==> config.mk <==
export PLATFORM = sky130hd
export DESIGN_NAME = ram_port_arbiter_flat
export DESIGN_NICKNAME = d
export VERILOG_FILES = /design/src/rtl/ram_port_arbiter_if.sv /design/src/rtl/ram_port_arbiter.sv /design/src/flat_wrapper.sv
export SDC_FILE = /design/constraint.sdc
export NUM_CORES = 1
export LEC_CHECK = 0
export CORE_ASPECT_RATIO = 0.6
export CORE_MARGIN = 1
export CORE_UTILIZATION = 62
export CTS_CLUSTER_SIZE = 16
export DETAILED_ROUTE_END_ITERATION = 16
export DONT_BUFFER_PORTS = 1
export PLACE_DENSITY = 0.82
export SLEW_MARGIN = 30
export SYNTH_ARGS = -nofsm -noshare
export SYNTH_HDL_FRONTEND = slang
export SYNTH_SLANG_ARGS = --single-unit
==> constraint.sdc <==
create_clock -name clk -period 3.1 [get_ports clk]
set_input_delay 0.93 -clock clk [delete_from_list [all_inputs] [get_ports clk]]
set_output_delay 0.93 -clock clk [all_outputs]
set_load 0.1 [all_outputs]
==> src/rtl/ram_port_arbiter_if.sv <==
// Bus bundle between the fetch/loader requesters, the arbiter and the shared RAM.
// master = requester/RAM side, slave = arbiter side.
interface ram_port_arbiter_if #(
  parameter int RAM_WIDTH = 22,
  parameter int ADDR_SIZE = 11
);
  logic                 a_req;
  logic [ADDR_SIZE-1:0] a_addr;
  logic                 a_gnt;
  logic                 a_rvalid;
  logic [RAM_WIDTH-1:0] a_rdata;

  logic                 b_req;
  logic                 b_we;
  logic                 b_lock;
  logic [ADDR_SIZE-1:0] b_addr;
  logic [RAM_WIDTH-1:0] b_wdata;
  logic                 b_gnt;
  logic                 b_rvalid;
  logic [RAM_WIDTH-1:0] b_rdata;

  logic                 ram_wr_enb;
  logic                 ram_rd_enb;
  logic [ADDR_SIZE-1:0] ram_addr;
  logic [RAM_WIDTH-1:0] ram_data_in;
  logic [RAM_WIDTH-1:0] ram_data_out;

  modport slave (
    input  a_req, a_addr, b_req, b_we, b_lock, b_addr, b_wdata, ram_data_out,
    output a_gnt, a_rvalid, a_rdata, b_gnt, b_rvalid, b_rdata,
           ram_wr_enb, ram_rd_enb, ram_addr, ram_data_in
  );

  modport master (
    output a_req, a_addr, b_req, b_we, b_lock, b_addr, b_wdata, ram_data_out,
    input  a_gnt, a_rvalid, a_rdata, b_gnt, b_rvalid, b_rdata,
           ram_wr_enb, ram_rd_enb, ram_addr, ram_data_in
  );
endinterface

==> src/rtl/ram_port_arbiter.sv <==
// Round-robin arbiter sharing one single-port RAM between a read-only fetch
// port (A) and a read/write loader port (B) that can lock the RAM for bursts.
module ram_port_arbiter #(
  parameter int RAM_WIDTH = 22,
  parameter int ADDR_SIZE = 11
) (
  input  logic                clk,
  input  logic                rst,
  ram_port_arbiter_if.slave   bus,
  output logic                locked
);

  typedef enum logic {ARB, LOCKED} state_t;

  state_t               r_state, w_state_nxt;
  logic                 r_last_b;
  logic                 r_rvalid;
  logic                 r_tag_b;
  logic [ADDR_SIZE-1:0] r_addr;
  logic [RAM_WIDTH-1:0] r_wdata;

  logic w_a_gnt, w_b_gnt, w_wr, w_rd;

  // Grant selection and next state; while LOCKED only B competes, including
  // the cycle in which b_lock drops.
  always_comb begin
    w_a_gnt     = 1'b0;
    w_b_gnt     = 1'b0;
    w_state_nxt = r_state;
    if (!rst) begin
      case (r_state)
        ARB: begin
          w_a_gnt = bus.a_req && (!bus.b_req || r_last_b);
          w_b_gnt = bus.b_req && (!bus.a_req || !r_last_b);
          if (w_b_gnt && bus.b_lock) w_state_nxt = LOCKED;
        end
        LOCKED: begin
          w_b_gnt = bus.b_req;
          if (!bus.b_lock) w_state_nxt = ARB;
        end
        default: w_state_nxt = ARB;
      endcase
    end
  end

  assign w_wr = w_b_gnt && bus.b_we;
  assign w_rd = w_a_gnt || (w_b_gnt && !bus.b_we);

  always_ff @(posedge clk) begin
    if (rst) begin
      r_state  <= ARB;
      r_last_b <= 1'b1;
      r_rvalid <= 1'b0;
      r_tag_b  <= 1'b0;
    end else begin
      r_state  <= w_state_nxt;
      r_rvalid <= w_rd;
      r_tag_b  <= w_b_gnt;
      if (w_a_gnt || w_b_gnt) r_last_b <= w_b_gnt;
    end
  end

  // Address/data hold their last driven value on idle cycles.
  always_ff @(posedge clk) begin
    if (w_a_gnt || w_b_gnt) r_addr <= w_a_gnt ? bus.a_addr : bus.b_addr;
    if (w_wr) r_wdata <= bus.b_wdata;
  end

  assign bus.a_gnt       = w_a_gnt;
  assign bus.b_gnt       = w_b_gnt;
  assign bus.ram_wr_enb  = w_wr;
  assign bus.ram_rd_enb  = w_rd;
  assign bus.ram_addr    = w_a_gnt ? bus.a_addr : (w_b_gnt ? bus.b_addr : r_addr);
  assign bus.ram_data_in = w_wr ? bus.b_wdata : r_wdata;

  // A response in flight when reset is asserted is discarded immediately.
  assign bus.a_rvalid = r_rvalid && !r_tag_b && !rst;
  assign bus.b_rvalid = r_rvalid &&  r_tag_b && !rst;
  assign bus.a_rdata  = bus.ram_data_out;
  assign bus.b_rdata  = bus.ram_data_out;
  assign locked       = (r_state == LOCKED);

endmodule

==> src/flat_wrapper.sv <==
// flat-port wrapper written by rule: the top's interface ports become plain ports
module ram_port_arbiter_flat 
#(
  parameter int RAM_WIDTH = 22,
  parameter int ADDR_SIZE = 11
)
  (clk, rst, locked, bus_a_req, bus_a_addr, bus_b_req, bus_b_we, bus_b_lock, bus_b_addr, bus_b_wdata, bus_ram_data_out, bus_a_gnt, bus_a_rvalid, bus_a_rdata, bus_b_gnt, bus_b_rvalid, bus_b_rdata, bus_ram_wr_enb, bus_ram_rd_enb, bus_ram_addr, bus_ram_data_in);
  ram_port_arbiter_if #(.RAM_WIDTH(RAM_WIDTH), .ADDR_SIZE(ADDR_SIZE)) bus_i ();
  input  logic clk;
  input  logic rst;
  output logic locked;
  input wire logic [$bits(bus_i.a_req)-1:0] bus_a_req;
  input wire logic [$bits(bus_i.a_addr)-1:0] bus_a_addr;
  input wire logic [$bits(bus_i.b_req)-1:0] bus_b_req;
  input wire logic [$bits(bus_i.b_we)-1:0] bus_b_we;
  input wire logic [$bits(bus_i.b_lock)-1:0] bus_b_lock;
  input wire logic [$bits(bus_i.b_addr)-1:0] bus_b_addr;
  input wire logic [$bits(bus_i.b_wdata)-1:0] bus_b_wdata;
  input wire logic [$bits(bus_i.ram_data_out)-1:0] bus_ram_data_out;
  output wire logic [$bits(bus_i.a_gnt)-1:0] bus_a_gnt;
  output wire logic [$bits(bus_i.a_rvalid)-1:0] bus_a_rvalid;
  output wire logic [$bits(bus_i.a_rdata)-1:0] bus_a_rdata;
  output wire logic [$bits(bus_i.b_gnt)-1:0] bus_b_gnt;
  output wire logic [$bits(bus_i.b_rvalid)-1:0] bus_b_rvalid;
  output wire logic [$bits(bus_i.b_rdata)-1:0] bus_b_rdata;
  output wire logic [$bits(bus_i.ram_wr_enb)-1:0] bus_ram_wr_enb;
  output wire logic [$bits(bus_i.ram_rd_enb)-1:0] bus_ram_rd_enb;
  output wire logic [$bits(bus_i.ram_addr)-1:0] bus_ram_addr;
  output wire logic [$bits(bus_i.ram_data_in)-1:0] bus_ram_data_in;
  assign bus_i.a_req = bus_a_req;
  assign bus_i.a_addr = bus_a_addr;
  assign bus_i.b_req = bus_b_req;
  assign bus_i.b_we = bus_b_we;
  assign bus_i.b_lock = bus_b_lock;
  assign bus_i.b_addr = bus_b_addr;
  assign bus_i.b_wdata = bus_b_wdata;
  assign bus_i.ram_data_out = bus_ram_data_out;
  assign bus_a_gnt = bus_i.a_gnt;
  assign bus_a_rvalid = bus_i.a_rvalid;
  assign bus_a_rdata = bus_i.a_rdata;
  assign bus_b_gnt = bus_i.b_gnt;
  assign bus_b_rvalid = bus_i.b_rvalid;
  assign bus_b_rdata = bus_i.b_rdata;
  assign bus_ram_wr_enb = bus_i.ram_wr_enb;
  assign bus_ram_rd_enb = bus_i.ram_rd_enb;
  assign bus_ram_addr = bus_i.ram_addr;
  assign bus_ram_data_in = bus_i.ram_data_in;
  ram_port_arbiter #(.RAM_WIDTH(RAM_WIDTH), .ADDR_SIZE(ADDR_SIZE)) u_core (.clk(clk), .rst(rst), .bus(bus_i), .locked(locked));
endmodule
==> run metrics <==
DR DRC count 0; Die Y 46.1 um; area post-placement 2250 sq um; Avg WL per Cell 22.3 um; Slew headroom 40.9%; port bufs 0; CTS sink cnt 37; Synth-to-Final Area Change 18.1%; Hold Slack 0.572 ns; RR Startpoint u_core.locked$_SDFF_PP0_; Avg Cell Area, Syn 10.4 sq um; number of global-route vias before repair 1,271; All-Layer GR Usage 25.6%; Vias 1,348; ANT cells 0; clock latency on the worst-skew pair 0.28 ns; Startpoint Class input pin; total power 1.99 mW; Synth Cell Area 2010 sq um; Final Hold Vio Count 0; Worst Max-Slew Pin Slew 0.877 ns; sequential share of the synthesized area 42.4%; layout cells sized above 1 50.3%; Row Count 15; Final Skew 0.00659 ns; unrepaired setup endpoints after global routing true; DR pass1 iterations 5; leakage 0.895 nW; cts bufs inserted 5; finished layout cell area 2370 sq um; Synth cell types 25; Initial Util 67.6%; detailed router's first-iteration violation count 68; HP Class flop to flop; final worst-path cycle share 99.0%; clock-pin slew on the worst setup and hold paths 0.07 ns; reported max-cap violation count 0; first-pass GRT wire length 6370 um; syn nets 264; ANT nets after route 0; Die Area 3470 sq um; hold path start u_core.r_last_b$_SDFFE_PP1P_; Total Routed Length 4800 um; Syn Inst Count 192; H-tree depth 2; critical path data arrival time 2.14 ns; crit path from rst; FMAX 0.326 GHz; clk root buf clkbuf_8; Nets 244; HPWL Detailed 3690 um; Hold-fix buffers, CTS 0; delay-heaviest family, CP compound AO/OA/AOI/OAI gates; I/O Pins 156; post-layout min period 3.07 ns; Max VDD drop 0.809 mV; synth warn 0; slowest stage cell, crit path o21ai_0; outcome finished, final reports clean; Pwr Density 840 nW/um^2; WS Path Type input pin to output pin; endpoints failing setup 0; routed vias/inst 6.27; most frequent cells in the layout 29 x mux2_2, 25 x dfxtp_1, 15 x buf_12; critical-path maximum fanout 15; Final Max Tran Viols 0; crit path buf inv count 1; CTS tree yes; Final WS setup 0.0311 ns; crit-path cells nand2b_1 -> o21ai_0 -> a31oi_4 -> buf_12; GPL Wtd Cong 0.851; die width 75.4 um; most common cell after layout, fill and taps aside mux2_2; CP endpoint kind output pin; largest net degree at the start of global routing 24; CORE AREA 2970 sq um; CP required 2.17 ns; clk buf depth 2; crit-path max cell delay 0.48 ns; pre-CTS WS -0.00152 ns; Synth Register Bits 37; GRT overflow 0; # fillers 178; initial antenna violation count 0
## cell type report
class | count | area [sq um] | area share [%]
multi-input cells | 97 | 943 | 39.8
flip-flops and latches | 37 | 852 | 36.0
repair buffers | 29 | 427 | 18.0
clock buffers | 6 | 72.6 | 3.06
well taps | 42 | 52.6 | 2.22
inverters | 2 | 11.3 | 0.475
clock inverters | 2 | 10.0 | 0.423
## metal layers
layer  global-route usage, %  wire length [um]  vias up
met3                    10.7               565        6
met5                       0                 0        -
met4                    6.67                23        0
met1                    29.1              1740      644
li1                        -                 -      600
met2                    45.0              2470       98
## synthesized netlist by cell type
master / instances / area [sq um]
or3b_1: 1 / 8.76
nor2_1: 3 / 11.3
buf_6: 3 / 33.8
dfxtp_1: 26 / 521
and3b_1: 2 / 17.5
nor3_1: 11 / 55.1
nand2b_1: 1 / 6.26
o21ai_0: 12 / 60.1
mux2_4: 4 / 60.1
nand3b_1: 1 / 7.51
a31oi_1: 11 / 68.8
nor2b_1: 2 / 12.5
inv_1: 2 / 7.51
o31ai_1: 2 / 15.0
edfxtp_1: 11 / 330
or2_1: 1 / 6.26
nand2_1: 1 / 3.75
nand3_1: 12 / 60.1
clkbuf_1: 7 / 26.3
nor3b_1: 2 / 15.0
buf_4: 44 / 330
mux2_2: 29 / 327
a21oi_1: 1 / 5.00
o21bai_1: 1 / 7.51
buf_2: 2 / 10.0
## worst reg2reg max path, stage by stage (launching register included)
cell and delay [ns]:
dfxtp_2 0.34, or3b_1 0.40, or2_4 0.28, clkbuf_16 0.18, o21ai_0 0.34, buf_4 0.30
## report_power, final
| part | switching [mW] | internal (mW) |
|---|---|---|
| registers | 0.0261 | 0.591 |
| logic | 0.847 | 0.211 |
| clock network | 0.161 | 0.156 |
| total | 1.03 | 0.957 |
## metrics by stage
stage,util (%),setup TNS [ns],std cells
5_1_grt,79.9,-0.0340,215
3_5_place_dp,76.0,-0.00152,206
4_1_cts,78.8,-0.00228,214
3_3_place_gp,76.0,0,206
2_1_floorplan,-,-4.59,192
6_report,79.9,0,215
## logic make-up after synthesis
kind of cell | synth area share (%)
mux | 19.3
flops | 42.4
buf+inv | 20.3
compound gates | 7.80
simple gates | 10.2
## worst paths after layout
path,cells after the start,to,slack [ns]
setup / recovery,4,bus_ram_addr[1],0.03
hold / removal,2,u_core.r_last_b$_SDFFE_PP1P_,0.57
setup reg to reg,5,u_core.r_addr[2]$_DFFE_PP_,0.98
hold reg to reg,2,u_core.r_last_b$_SDFFE_PP1P_,0.57
## timing repair
action	in CTS	in global routing
gates resized for setup	0	3
endpoints found under the hold margin	0	0
pin swaps	0	0
cloned	0	1
setup buffers	0	0
setup endpoints to repair	1	12
## state kept, by name (all words and copies together), names as in the netlist
name / cells
u_core.r_addr: 11
u_core.locked: 1
u_core.r_rvalid: 1
u_core.r_wdata: 22
u_core.r_tag_b: 1
u_core.r_last_b: 1
No activity file was read; power rests on OpenSTA's default activity.
==> variant, RTL diff (same flow settings) <==
`ADDR_SIZE` is set to 11 in 3 places; all go to 12.
--- a/src/rtl/ram_port_arbiter_if.sv
+++ b/src/rtl/ram_port_arbiter_if.sv
@@ -3,5 +3,5 @@
 interface ram_port_arbiter_if #(
   parameter int RAM_WIDTH = 22,
-  parameter int ADDR_SIZE = 11
+  parameter int ADDR_SIZE = 12
 );
   logic                 a_req;
--- a/src/rtl/ram_port_arbiter.sv
+++ b/src/rtl/ram_port_arbiter.sv
@@ -3,5 +3,5 @@
 module ram_port_arbiter #(
   parameter int RAM_WIDTH = 22,
-  parameter int ADDR_SIZE = 11
+  parameter int ADDR_SIZE = 12
 ) (
   input  logic                clk,
--- a/src/flat_wrapper.sv
+++ b/src/flat_wrapper.sv
@@ -3,5 +3,5 @@
 #(
   parameter int RAM_WIDTH = 22,
-  parameter int ADDR_SIZE = 11
+  parameter int ADDR_SIZE = 12
 )
   (clk, rst, locked, bus_a_req, bus_a_addr, bus_b_req, bus_b_we, bus_b_lock, bus_b_addr, bus_b_wdata, bus_ram_data_out, bus_a_gnt, bus_a_rvalid, bus_a_rdata, bus_b_gnt, bus_b_rvalid, bus_b_rdata, bus_ram_wr_enb, bus_ram_rd_enb, bus_ram_addr, bus_ram_data_in);
Interface: changed (resized bus_a_addr, bus_b_addr and bus_ram_addr); port bits go from 156 to 159. The function was not compared with the original's and may differ.
==> variant against the original RTL <==
Setup slack worse by 0.021 ns; area after synthesis is 3.1% higher; first-iteration DRC count is 15% higher; non-clock buffer count is 2 higher; wire length is 17% higher; sequential cell count is 1 higher; synthesized cell count is 3.1% higher; register-to-register slack worse by 0.04 ns; design area is 7.4% higher; fmax is 0.68% lower; total power is 11% higher; die area is 3.0% higher; worst hold slack better by 0.0074 ns.
==> variant: results <==
[power_and_ir_drop]
p_int_uw = 1123
pwr-share-comb = 0.495

[grt]
grtUsageMet1 = 0.3273
grt_pass1_vias = 1518
globalRouteMet3Util = 0.1208

[final_layout]
bufAreaShareNonClock = 0.1869
num-fill-cells = 144
seq-cell-share = 0.3468
layout-drive-gt1-share = 0.5138
fin_nets = 254
buffers = 31
top_regs = "u_core.r_wdata (22), u_core.r_addr (12)"

[place]
placed_cell_area_mm2 = 0.002375
dp_hpwl_um = 4029
dp.cells = 213
post-place-ws_ns = -0.07547

[route]
post_drt_wl_per_cell_um = 25.17
via_per_inst = 6.475
drt_iter0_markers = 78
met1_length_um = 1925
met3_length_um = 713
wl_met2_um = 2942
finalWirelength_um = 5614

[synth]
synth_common_cells = "buf_4 (44), mux2_2 (31), dfxtp_1 (26)"
yosys-top-cells-area = "dfxtp_1 (25%), edfxtp_1 (17%), mux2_2 (17%)"
synth_cell_types = 26
ys_seq_area_frac = 0.4262
syn_nets = 272
synth_edf_count = 12

[timing]
relSlewSlack = 0.6372

[worst_setup_path]
slowest_stage = "or3b_4"
worst_r2r_path_depth = 6
max_stage_delay_ns = 0.39

[status]
status = "complete, no violations"

[clocking]
post_cts.resized_instances = 1
[variant: cell count changes in the layout (fill, tap and decap cells not counted), moves of 2 or more]
| cell | delta |
|---|---|
| clkinv_2 | -2 |
| buf_12 | +3 |
| o21ai_1 | +5 |
| mux2_2 | +2 |
| o21ai_0 | -4 |
[variant: cells by family (layout without fill, tap and decap cells)]
| logic type | count (synthesis) | after routing | synth area share |
|---|---|---|---|
| buffers and inverters | 58 | 41 | 0.1973 |
| AO/OA/AOI/OAI | 29 | 29 | 0.08111 |
| multiplexers | 34 | 34 | 0.1907 |
| flip-flops | 38 | 38 | 0.4262 |
| AND/OR/NAND/NOR | 39 | 39 | 0.1047 |
[variant: critical path: cells and delay by family]
family / cells / cell delay, ns
compound gates: 1 / 0.17
buf+inv: 2 / 0.37
simple gates: 2 / 0.68
[variant: worst paths after layout]
path                                          to  slack (ns)
worst min-delay path             u_core.r_last_b        0.58
worst max register to register  u_core.r_addr[5]        0.94
worst min register to register   u_core.r_last_b        0.58
worst max-delay path             bus_ram_addr[4]        0.01
